===== config.mk =====
export PLATFORM = sky130hd
export DESIGN_NAME = alu_issue_seq
export DESIGN_NICKNAME = d
export VERILOG_FILES = /design/src/rtl/alu_issue_seq.sv
export SDC_FILE = /design/constraint.sdc
export NUM_CORES = 1
export LEC_CHECK = 0
export BUFFER_PORTS_ARGS = -buffer_cell sky130_fd_sc_hd__buf_4
export CELL_PAD_IN_SITES_DETAIL_PLACEMENT = 2
export CELL_PAD_IN_SITES_GLOBAL_PLACEMENT = 2
export CORE_MARGIN = 10
export CORE_UTILIZATION = 49
export CTS_BUF_LIST = sky130_fd_sc_hd__clkbuf_16
export CTS_CLUSTER_SIZE = 24
export DETAILED_ROUTE_END_ITERATION = 8
export GPL_TIMING_DRIVEN = 0
export PLACE_DENSITY = 0.82
export SLEW_MARGIN = 20
export SYNTH_ARGS = -nofsm -noshare
export SYNTH_HDL_FRONTEND = slang
export SYNTH_SLANG_ARGS = --single-unit
export TNS_END_PERCENT = 30

===== constraint.sdc =====
create_clock -name clk -period 10.8 [get_ports clk]
set_input_delay 2.7 -clock clk [delete_from_list [all_inputs] [get_ports clk]]
set_output_delay 2.7 -clock clk [all_outputs]
set_load 0.1 [all_outputs]

===== src/rtl/alu_issue_seq.sv =====
// Issue sequencer: steps a small program through an external fixed-latency ALU and logs each result.
// Optional build macro ALU_SEQ_HALT_ON_OV_EN: end the run early (aborted=1) on the first captured overflow.
module alu_issue_seq #(
    parameter int DEPTH   = 8,
    parameter int ALU_LAT = 1
) (
    input  logic                     clk,
    input  logic                     rst,
    input  logic                     load_en,
    input  logic [$clog2(DEPTH)-1:0] load_addr,
    input  logic [15:0]              load_instr,
    input  logic [7:0]               load_d0,
    input  logic [7:0]               load_d1,
    input  logic                     start,
    input  logic [$clog2(DEPTH):0]   length,
    output logic [15:0]              instruction,
    output logic [7:0]               data0,
    output logic [7:0]               data1,
    input  logic [7:0]               alu_out0,
    input  logic [7:0]               alu_out1,
    input  logic [7:0]               alu_out2,
    input  logic [7:0]               alu_out3,
    input  logic                     alu_ov,
    input  logic                     alu_z,
    output logic                     busy,
    output logic                     done,
    output logic                     aborted,
    input  logic [$clog2(DEPTH)-1:0] rd_addr,
    output logic [31:0]              rd_data,
    output logic [1:0]               rd_flags,
    output logic [3:0]               ov_count
);
    localparam int AW = $clog2(DEPTH);
    localparam logic [AW:0] DEPTH_V = (AW+1)'(DEPTH);

    typedef enum logic [2:0] {S_IDLE, S_ISSUE, S_WAIT, S_CAPT, S_DONE} state_t;

    state_t        r_state;
    state_t        w_next;
    logic [31:0]   r_prog [DEPTH];
    logic [33:0]   r_log  [DEPTH];
    logic [AW-1:0] r_ptr;
    logic [AW-1:0] r_last;
    logic [2:0]    r_wcnt;
    logic [3:0]    r_ov_cnt;
    logic [15:0]   r_instr;
    logic [7:0]    r_d0;
    logic [7:0]    r_d1;
    logic [AW:0]   w_len;
    logic          w_last;
    logic          w_halt;
    logic [33:0]   w_rd_entry;

    assign w_len  = (length > DEPTH_V) ? DEPTH_V : length;
    assign w_last = (r_ptr == r_last);

`ifdef ALU_SEQ_HALT_ON_OV_EN
    logic r_aborted;

    assign w_halt  = alu_ov;
    assign aborted = r_aborted;

    always_ff @(posedge clk) begin
        if (!rst) begin
            r_aborted <= 1'b0;
        end else begin
            r_aborted <= (r_state == S_CAPT) && alu_ov;
        end
    end
`else
    assign w_halt  = 1'b0;
    assign aborted = 1'b0;
`endif

    always_ff @(posedge clk) begin
        if (!rst) begin
            r_state <= S_IDLE;
        end else begin
            r_state <= w_next;
        end
    end

    always_comb begin
        w_next = r_state;
        busy   = 1'b0;
        done   = 1'b0;
        case (r_state)
            S_IDLE: begin
                if (start) begin
                    w_next = (w_len == '0) ? S_DONE : S_ISSUE;
                end
            end
            S_ISSUE: begin
                busy   = 1'b1;
                w_next = S_WAIT;
            end
            S_WAIT: begin
                busy = 1'b1;
                if (r_wcnt == 3'd1) begin
                    w_next = S_CAPT;
                end
            end
            S_CAPT: begin
                busy   = 1'b1;
                w_next = (w_last || w_halt) ? S_DONE : S_ISSUE;
            end
            S_DONE: begin
                done   = 1'b1;
                w_next = S_IDLE;
            end
            default: w_next = S_IDLE;
        endcase
    end

    // Run control and the registered ALU drive.
    always_ff @(posedge clk) begin
        if (!rst) begin
            r_ptr    <= '0;
            r_last   <= '0;
            r_wcnt   <= '0;
            r_ov_cnt <= '0;
            r_instr  <= '0;
            r_d0     <= '0;
            r_d1     <= '0;
        end else begin
            case (r_state)
                S_IDLE: begin
                    if (start) begin
                        r_ptr    <= '0;
                        r_ov_cnt <= '0;
                        r_last   <= AW'(w_len - 1'b1);
                    end
                end
                S_ISSUE: begin
                    {r_instr, r_d0, r_d1} <= r_prog[r_ptr];
                    r_wcnt                <= 3'(ALU_LAT);
                end
                S_WAIT: r_wcnt <= r_wcnt - 3'd1;
                S_CAPT: begin
                    if (alu_ov && (r_ov_cnt != 4'hF)) begin
                        r_ov_cnt <= r_ov_cnt + 4'd1;
                    end
                    if (!w_last) begin
                        r_ptr <= r_ptr + 1'b1;
                    end
                end
                S_DONE: begin
                    r_instr <= '0;
                    r_d0    <= '0;
                    r_d1    <= '0;
                end
                default: ;
            endcase
        end
    end

    // Program memory holds its contents through reset.
    always_ff @(posedge clk) begin
        if (rst && load_en && (r_state == S_IDLE)) begin
            r_prog[load_addr] <= {load_instr, load_d0, load_d1};
        end
    end

    always_ff @(posedge clk) begin
        if (!rst) begin
            for (int i = 0; i < DEPTH; i++) begin
                r_log[i] <= '0;
            end
        end else if (r_state == S_CAPT) begin
            r_log[r_ptr] <= {alu_out3, alu_out2, alu_out1, alu_out0, alu_ov, alu_z};
        end
    end

    assign w_rd_entry  = r_log[rd_addr];
    assign rd_data     = w_rd_entry[33:2];
    assign rd_flags    = w_rd_entry[1:0];
    assign instruction = r_instr;
    assign data0       = r_d0;
    assign data1       = r_d1;
    assign ov_count    = r_ov_cnt;
endmodule


======== Yosys cells after proc, flatten, opt, wreduce, memory -nomap -nowiden ========
Memory sizes are Yosys's and may differ from the RTL's. A register that Yosys moved wholly into a read port is not among the register bits.
Index checks and enable logic that the tools add are counted.
storage, ports and cells
  flip-flop bits (word level) ............. 48
  output and inout port bits .............. 73
  word-level logic and storage cells ...... 69
  memories kept ........................... 2
  bits in writable memories ............... 528
operators by class
  eq/ne operators ......................... 11
  add/sub/neg operators ................... 4
  mux-type cells .......................... 29
  reduce and logical (&&, ||, !) cells .... 14
  magnitude comparators ................... 1
memories
  memory  words  bits a word  rd ports  clocked after Yosys merged registers in  write ports  RTL line  RTL
  r_log   8      34           1         0                                        8            41        logic [33:0] r_log [DEPTH];
  r_prog  8      32           1         1                                        1            40        logic [31:0] r_prog [DEPTH];
operators with widths
  kind                                                                count
  34-bit 2-to-1 mux                                                   1
  34-bit OR reduction                                                 1
  16-bit one-hot mux with 2 select lines                              1
  8-bit one-hot mux with 2 select lines                               2
  3-bit 2-to-1 mux                                                    9
  4-bit 2-to-1 mux                                                    3
  3-bit one-hot mux with 2 select lines                               2
  3-bit one-hot mux with 4 select lines                               1
  1-bit 2-to-1 mux                                                    9
  2-bit != test, second input constant                                4
  4-bit one-hot mux with 2 select lines                               1
  3-bit by 1-bit == test with 1-bit output, second input constant     2
  3-bit by 2-bit == test with 1-bit output, second input constant     2
  3-bit AND reduction                                                 2
  2-bit nonzero test                                                  3
  3-bit by 1-bit subtractor with 3-bit output, second input constant  2
  4-bit by 1-bit adder with 4-bit output, second input constant       1
  4-bit greater-than comparator, second input constant                1
  4-bit zero test                                                     1
  4-bit != test, second input constant                                1
  2-bit AND reduction                                                 2
  3-bit by 1-bit adder with 3-bit output, second input constant       1
  3-bit == test                                                       1
  3-bit == test, second input constant                                1
  3 further kinds                                                     5

======== Longest topological paths before layout ========
Gate-level depths: netlist (run 1).
  word-level depth ........................ 6
  gate-level depth with buffers ........... 6
  gate-level depth less buffers ........... 6

======== Least setup slack after synthesis (run 1) ========
OpenSTA, ideal clock, no wires.
  path type ............................... input port to output port
  start ................................... input rd_addr[0]
  end ..................................... output rd_data[0]
  cell stages on the path ................. 4
  slack ................................... 4.017 ns
  arrival time ............................ 4.083 ns
  path buffers ............................ 2
  cells stage by stage .................... buf_6 -> buf_2 -> mux4_2 -> mux2_2
between the ends
  cells in the longest elaborated chain, start to end .. 1
ends and longest elaborated chain
  item                    RTL line  RTL
  start: declaration      28        input logic [$clog2(DEPTH)-1:0] rd_addr,
  memory read 8 x 34 bit  --
  end: declaration        29        output logic [31:0] rd_data,
No other way between the ends.

======== Final worst setup path (run 1) ========
  start ................................... input rd_addr[1]
  end ..................................... output rd_data[30]
The elaborated chain is that of the path after synthesis.

==> out/metrics.csv, run 1 <==
metric,value,unit
slew_viol_final,0,
final_util,0.589,
via_per_inst,5.84,
relSlewSlack,0.310,
timing.hold.ws,0.463,ns
synthAdderAreaFrac,0.00260,
die_area,58300,um^2
grt_pass1_vias,16273,
path_delay_family,buffers and inverters,
fmax,134,MHz
synthSimpleGateAreaFrac,0.102,
syn_inst,1459,
maxCapViolations,0,
grt_max_degree,35,
drive_gt1_frac,0.253,
synth_warnings,0,
seqCellArea,16900,um^2
p_leak,0.0103,uW
finalHoldViolations,0,
cp-start-kind,input port,
ys_seq_area_frac,0.702,
r2r_start,r_state[0],
cts-htree-levels,2,
path_clk_slew,0.06,ns
instances_no_fill,2409,
grt_setup_unrepaired,no,
crit_top_cell,buf_2,
area_growth,19.5,%
syn_nets,1544,
powerDensity,192,nW/um^2
dpl.hpwl,48700,um
place_inst,2298,
grt_overflow,0,
layout_setup_ws,3.32,ns
cts_sinks,579,
cp_cell_sequence,clkbuf_1 > buf_2 > buf_2 > mux4_2 > mux2_4 > buf_4,
topRoutingLayerUsed,met5,
ant_nets,0,
cts.repair.resized,0,
worstPathRequired,8.10,ns
met2_length,41800,um
firstDrtPassIters,5,
holdPathStages,2,
core,48700,um^2
synth_xor_xnor_area_share,0.00328,
cts_tree,done,
cts_made_buffers,59,
reg2reg_depth,7,
synthesis.area,24000,um^2
cpPeakStageDelay,0.41,ns
die_w,241,um
async_flop_share,0,
grt_pass1_wl,113000,um
drc,0,
setup_tns,0,ns
post-route-period-util,0.693,
nFillCells,4157,
io_pins,153,
status,"complete, no violations",
ys_types,47,
worstHoldStart,instruction[11],
synth-compound-area-share,0.0341,
start_util,0.493,
clk_latency,0.63,ns
cts_hold_buf,0,
cpMaxStageDelayCell,buf_2,
synth_top_family_by_area,multiplexers,
die_h,241,um
layout_commonest_cell,edfxtp_1,
worst_slew_pin_slew,1.04,ns
crit_arrival,4.78,ns
setup.worst_path.class,in2out,
critical_path_buf_inv_count,4,
synth_area_per_cell,16.5,um^2
cts_root_buf,clkbuf_16,
num_vias,14076,
end_kind,output port,
ir_drop,177,uV
min_to,instruction[11],
synth_edf_count,528,
grt_usage,0.267,
dp_worst_setup_slack,3.31,ns
antenna_found_initial,5,
wl_met1,29100,um
post-route-min-period,7.48,ns
finalSetupViolCount,0,
clock_skew,0.0239,ns
synth-main-ff-cell,edfxtp_1,
wl_per_cell,31.9,um
dr_wl_met3,3600,um
rr_endpoint,r_prog[1][26],
cp_max_fo,10,
post_cts.repair.setup_buffers,0,
gp_congestion,0.731,
ff2ff_setup_slack,7.76,ns
multi_input_area,6830,um^2
nets,1780,
drtIter0Drc,966,
yosys_register_bits,579,
rows,81,
wl,76900,um
muxShareOfSynthArea,0.136,
cts_buffer_depth,3,
port_buffers,147,
final_cell_mix,"edfxtp_1 (528), and2_1 (277), buf_4 (160)",
worstHoldPathType,reg2reg,
[routing by layer]
layer	GRT usage	up-vias
li1	-	5991
met1	0.306	7503
met2	0.494	421
met3	0.0482	153
met4	0.0894	8
met5	0	-
[tightest hold or removal path: cells and delay by family (launching register included)]
family          cells  cell delay [ns]
simple gates        1             0.05
compound gates      1             0.06
flops               1             0.33
[where the power goes]
group          total [uW]  internal (uW)  switching (uW)  leakage, uW
registers            2580           2530            45.8      0.00553
logic                 750            203             547      0.00372
clock network        2180           1270             912      0.00102
total                5510           4010            1500       0.0103
[registers in the layout, summed over array words and instances, names as in the netlist, 4 cells and up, named ones only]
name	cells
r_prog	256
data1	8
ov_count	4
instruction	16
data0	8
r_log	272
[layout make-up]
class	count	area share
timing repair buffer	175	0.0589
buffer	90	0.0160
tap	664	0.0289
inverter	3	0.000392
clock inverter	50	0.0184
multi-input combinational	787	0.238
sequential	579	0.587
antenna	1	0.0000871
clock buffer	60	0.0523
[kinds of logic (layout without fill, tap and decap cells)]
| logic type | Yosys count | in the layout |
|---|---|---|
| AOI/OAI and AO/OA | 125 | 125 |
| xor gates and xnor gates | 9 | 9 |
| adders and majority gates | 5 | 5 |
| buffers and inverters | 93 | 378 |
| DFF | 579 | 579 |
| muxes | 231 | 231 |
| other | 1 | 2 |
| and+or+nand+nor | 416 | 416 |
[cells in the mapped netlist, types with 4 or more instances]
cell type / n / area, um^2
a21oi_1: 8 / 40.0
edfxtp_1: 528 / 15900
xor2_1: 7 / 61.3
and2_1: 277 / 1730
mux2_4: 20 / 300
o21ai_0: 40 / 200
mux4_2: 68 / 1530
buf_4: 5 / 37.5
nand2b_1: 11 / 68.8
nor2b_1: 4 / 25.0
mux2_2: 14 / 158
nor3_1: 6 / 30.0
buf_2: 23 / 115
dfxtp_1: 51 / 1020
clkbuf_2: 15 / 75.1
nor2_2: 4 / 25.0
ha_1: 5 / 62.6
a22oi_1: 64 / 480
mux2i_1: 129 / 1290
nor2_1: 16 / 60.1
nand2_1: 75 / 282
clkbuf_1: 43 / 161
o22ai_1: 6 / 37.5
nand3_1: 5 / 25.0
[stage by stage]
stage / total power, uW / instance area (um^2)
2_1_floorplan: 3110 / 24000
3_3_place_gp: 3310 / 26000
3_5_place_dp: 3370 / 26700
4_1_cts: 5540 / 28700
5_1_grt: 5660 / 28700
6_report: 5510 / 28700
[worst max-delay path by stage]
stage / slack (ns) / to / cells after the start / startpoint
floorplan: 4.02 / rd_data[0] / 4 / rd_addr[0]
global placement: 1.81 / r_log[3][15] / 4 / rst
detailed placement: 3.31 / rd_data[30] / 6 / rd_addr[1]
CTS: 3.33 / rd_data[30] / 6 / rd_addr[1]
global route: 3.29 / rd_data[30] / 6 / rd_addr[1]
finish: 3.32 / rd_data[30] / 6 / rd_addr[1]
Note: power is estimated with default switching activity, not from simulation.
==> run 2: changes to the inputs <==
- ABC_AREA: unset -> 1
- CORE_UTILIZATION: 49 -> 37
- PLACE_DENSITY: 0.82 -> 0.73
- clock period: 10.8 -> 6.3 ns (I/O delays scaled with it)
==> run 2 against run 1 <==
Effect of this change: synthesized cell count grew 52%; power grew 73%; utilization shrank 14 points; setup slack lost 2.3 ns; via count grew 27%; critical path depth grew 1; wire length grew 10%; non-clock buffer count grew 42; cell count grew 40%; count of clock-buffer cells in the layout grew 8; register-to-register slack lost 4.4 ns; critical path type unchanged; largest power group unchanged.
==> out/metrics.csv, run 2 <==
metric,value,unit,change
dpl.hpwl,56500,um,+16%
slew_viol_final,0,,unchanged
place_area,26900,um^2,+0.81%
grt_overflow,0,,unchanged
cts-htree-levels,3,,+1
die_w,276,um,+14%
wl,84800,um,+10%
num_vias,17818,,+27%
die_area,76100,um^2,+31%
cts_tree,done,,
worstPathRequired,4.72,ns,-3.38 ns
timing.hold.ws,0.476,ns,+0.0127 ns
netlist_top_cells_count,"edfxtp_1 (528), nand2_1 (500), nor2_1 (422)",,
finalSetupViolCount,0,,unchanged
drtIter0Drc,1283,,+33%
cpPeakStageDelay,0.55,ns,+0.14 ns
relSlewSlack,0.316,,+0.00622
ys_seq_area_frac,0.696,,-0.00576
largest_reg_flops,272,,unchanged
cts.repair.resized,0,,unchanged
gp_congestion,0.827,,+13%
yosysMostFrequentCell,edfxtp_1,,
drc,0,,unchanged
cts_root_buf,clkbuf_16,,
async_flop_share,0,,unchanged
nets,2553,,+43%
syn_nets,2307,,+49%
yosys_register_bits,579,,unchanged
r2r_start,r_state[1],,
cts_made_buffers,67,,+14%
io_pins,153,,unchanged
final_cell_mix,"edfxtp_1 (528), nand2_1 (492), nor2_1 (418)",,
diodes,0,,-1
grt_max_degree,35,,unchanged
clock_skew,0.0240,ns,+0.0000759 ns
core,64700,um^2,+33%
start_util,0.375,,-0.118
firstDrtPassIters,5,,unchanged
reg2reg_depth,8,,+1
cts_buffer_depth,3,,unchanged
seqCellArea,16900,um^2,unchanged
worstHoldPathType,reg2reg,,
min_to,instruction[0],,
ff2ff_setup_slack,3.35,ns,-4.41 ns
path_clk_slew,0.06,ns,about the same
grt_setup_unrepaired,no,,
post-route-min-period,5.23,ns,
cp_cell_sequence,clkbuf_1 > clkbuf_1 > o21ai_0 > o22ai_1 > nand2_1 > nand2_1 > buf_4,,
post_cts.repair.setup_buffers,0,,unchanged
synth.top_cell.area_share,0.654,,-0.00542
synth_area_leaders,"edfxtp_1 (65%), nand2_1 (7.7%), nor2_1 (6.5%)",,
rows,93,,+15%
synth-main-ff-cell,edfxtp_1,,
die_h,276,um,+14%
stdcell_area,28900,um^2,+0.62%
yosysTopAreaCell,edfxtp_1,,
worstHoldStart,instruction[0],,
cp_max_fo,10,,unchanged
holdPathStages,2,,unchanged
finalHoldViolations,0,,unchanged
end_kind,output port,,
cp-start-kind,input port,,
synth_edf_count,528,,unchanged
multi_input_area,6360,um^2,-6.9%
setup.worst_path.class,in2out,,
port_buffers,148,,+0.68%
via_per_inst,5.28,,-9.7%
worst_slew_pin_slew,1.03,ns,-0.00933 ns
wl_per_cell,25.1,um,-21%
post-route-period-util,0.831,,
cts_sinks,579,,unchanged
maxCapViolations,0,,unchanged
critical_path_buf_inv_count,3,,-1
crit_arrival,3.66,ns,-1.12 ns
syn_inst,2222,,+52%
synth_area_per_cell,10.9,um^2,-34%
status,"complete, no violations",,
powerDensity,329,nW/um^2,+72%
fmax,191,MHz,
path_delay_family,buffers and inverters,,
clk_latency,0.62,ns,about the same
antenna_found_initial,3,,-2
grt_pass1_vias,20098,,+24%
ys_types,26,,-45%
rr_endpoint,r_prog[5][23],,
cpMaxStageDelayCell,clkbuf_1,,
nFillCells,6702,,+61%
drive_gt1_frac,0.147,,-0.106
cts_hold_buf,0,,unchanged
synth_warnings,0,,unchanged
grt_usage,0.221,,-0.0463
p_leak,0.0116,uW,+13%
layout_commonest_cell,edfxtp_1,,
regMostFlops,r_log,,
grt_pass1_wl,125000,um,+11%
synthesis.area,24200,um^2,+0.83%
area_growth,19.3,%,
ir_drop,239,uV,+35%
ant_nets,0,,unchanged
run 2: cell count changes after synthesis, moves of 40 or more:
cell	delta
nand3_1	+132
mux4_2	-68
o21ai_0	+66
nand2_1	+425
inv_1	+125
a22oi_1	-64
and2_1	-277
nor2_1	+406
o22ai_1	+64
buf_2	+40
mux2i_1	-61
run 2: through the flow:
| stage | std cells | utilization | power, uW | setup slack (ns) | setup TNS, ns |
|---|---|---|---|---|---|
| final | 3377 | 0.447 | 9520 | 1.07 | 0 |
| after global routing | 3377 | 0.447 | 9880 | 0.936 | 0 |
| after CTS | 3377 | 0.447 | 9620 | 1.09 | 0 |
| after detailed placement | 3254 | 0.416 | 5990 | 1.10 | 0 |
| after global placement | 3225 | 0.408 | 5910 | -1.45 | -150.55 |
| after floorplan | 2222 | - | 5460 | 1.61 | 0 |
run 2: worst max-delay path by stage:
stage	startpoint	to	slack, ns	cells after the start
finish	rd_addr[1]	rd_flags[1]	1.07	7
global route	rd_addr[1]	rd_flags[1]	0.94	7
CTS	rd_addr[1]	rd_data[2]	1.09	7
detailed placement	rd_addr[1]	rd_flags[1]	1.10	7
global placement	rst	r_prog[6][23]	-1.45	5
floorplan	rd_addr[0]	rd_data[0]	1.61	7
run 2: cell type report:
class                      instances  share of cell area
buffer                           130              0.0203
clock buffer                      68              0.0589
clock inverter                    55              0.0102
inverter                         132              0.0171
multi-input combinational       1381               0.220
sequential                       579               0.584
tap                              855              0.0370
timing repair buffer             177              0.0528
run 2: tightest hold or removal path, stage by stage (launching register included):
cell and delay (ns):
dfxtp_1 0.31, nand2_1 0.06, a21oi_1 0.06
run 2: logic make-up (layout without fill, tap and decap cells):
group | Yosys count | after routing | synth area share
AO/OA/AOI/OAI | 220 | 220 | 0.0490
XOR/XNOR | 4 | 4 | 0.00145
adder cells (fa/ha/maj) | 5 | 5 | 0.00258
buffers and inverters | 262 | 562 | 0.0446
flip-flops | 579 | 579 | 0.696
multiplexers | 68 | 68 | 0.0281
other | 1 | 1 | 0.000155
AND/OR/NAND/NOR | 1083 | 1083 | 0.178
run 2: report_power, final:
part	total, uW	internal (uW)	switching (uW)	leakage, uW
Clock	3620	2010	1610	0.00106
Sequential	4430	4350	75.5	0.00553
Combinational	1470	315	1160	0.00500
run 2: layer usage:
metal	GRT usage	part of all wire
met5	0	0.00027
met4	0.0777	0.028
met3	0.0370	0.050
met2	0.414	0.53
met1	0.250	0.39
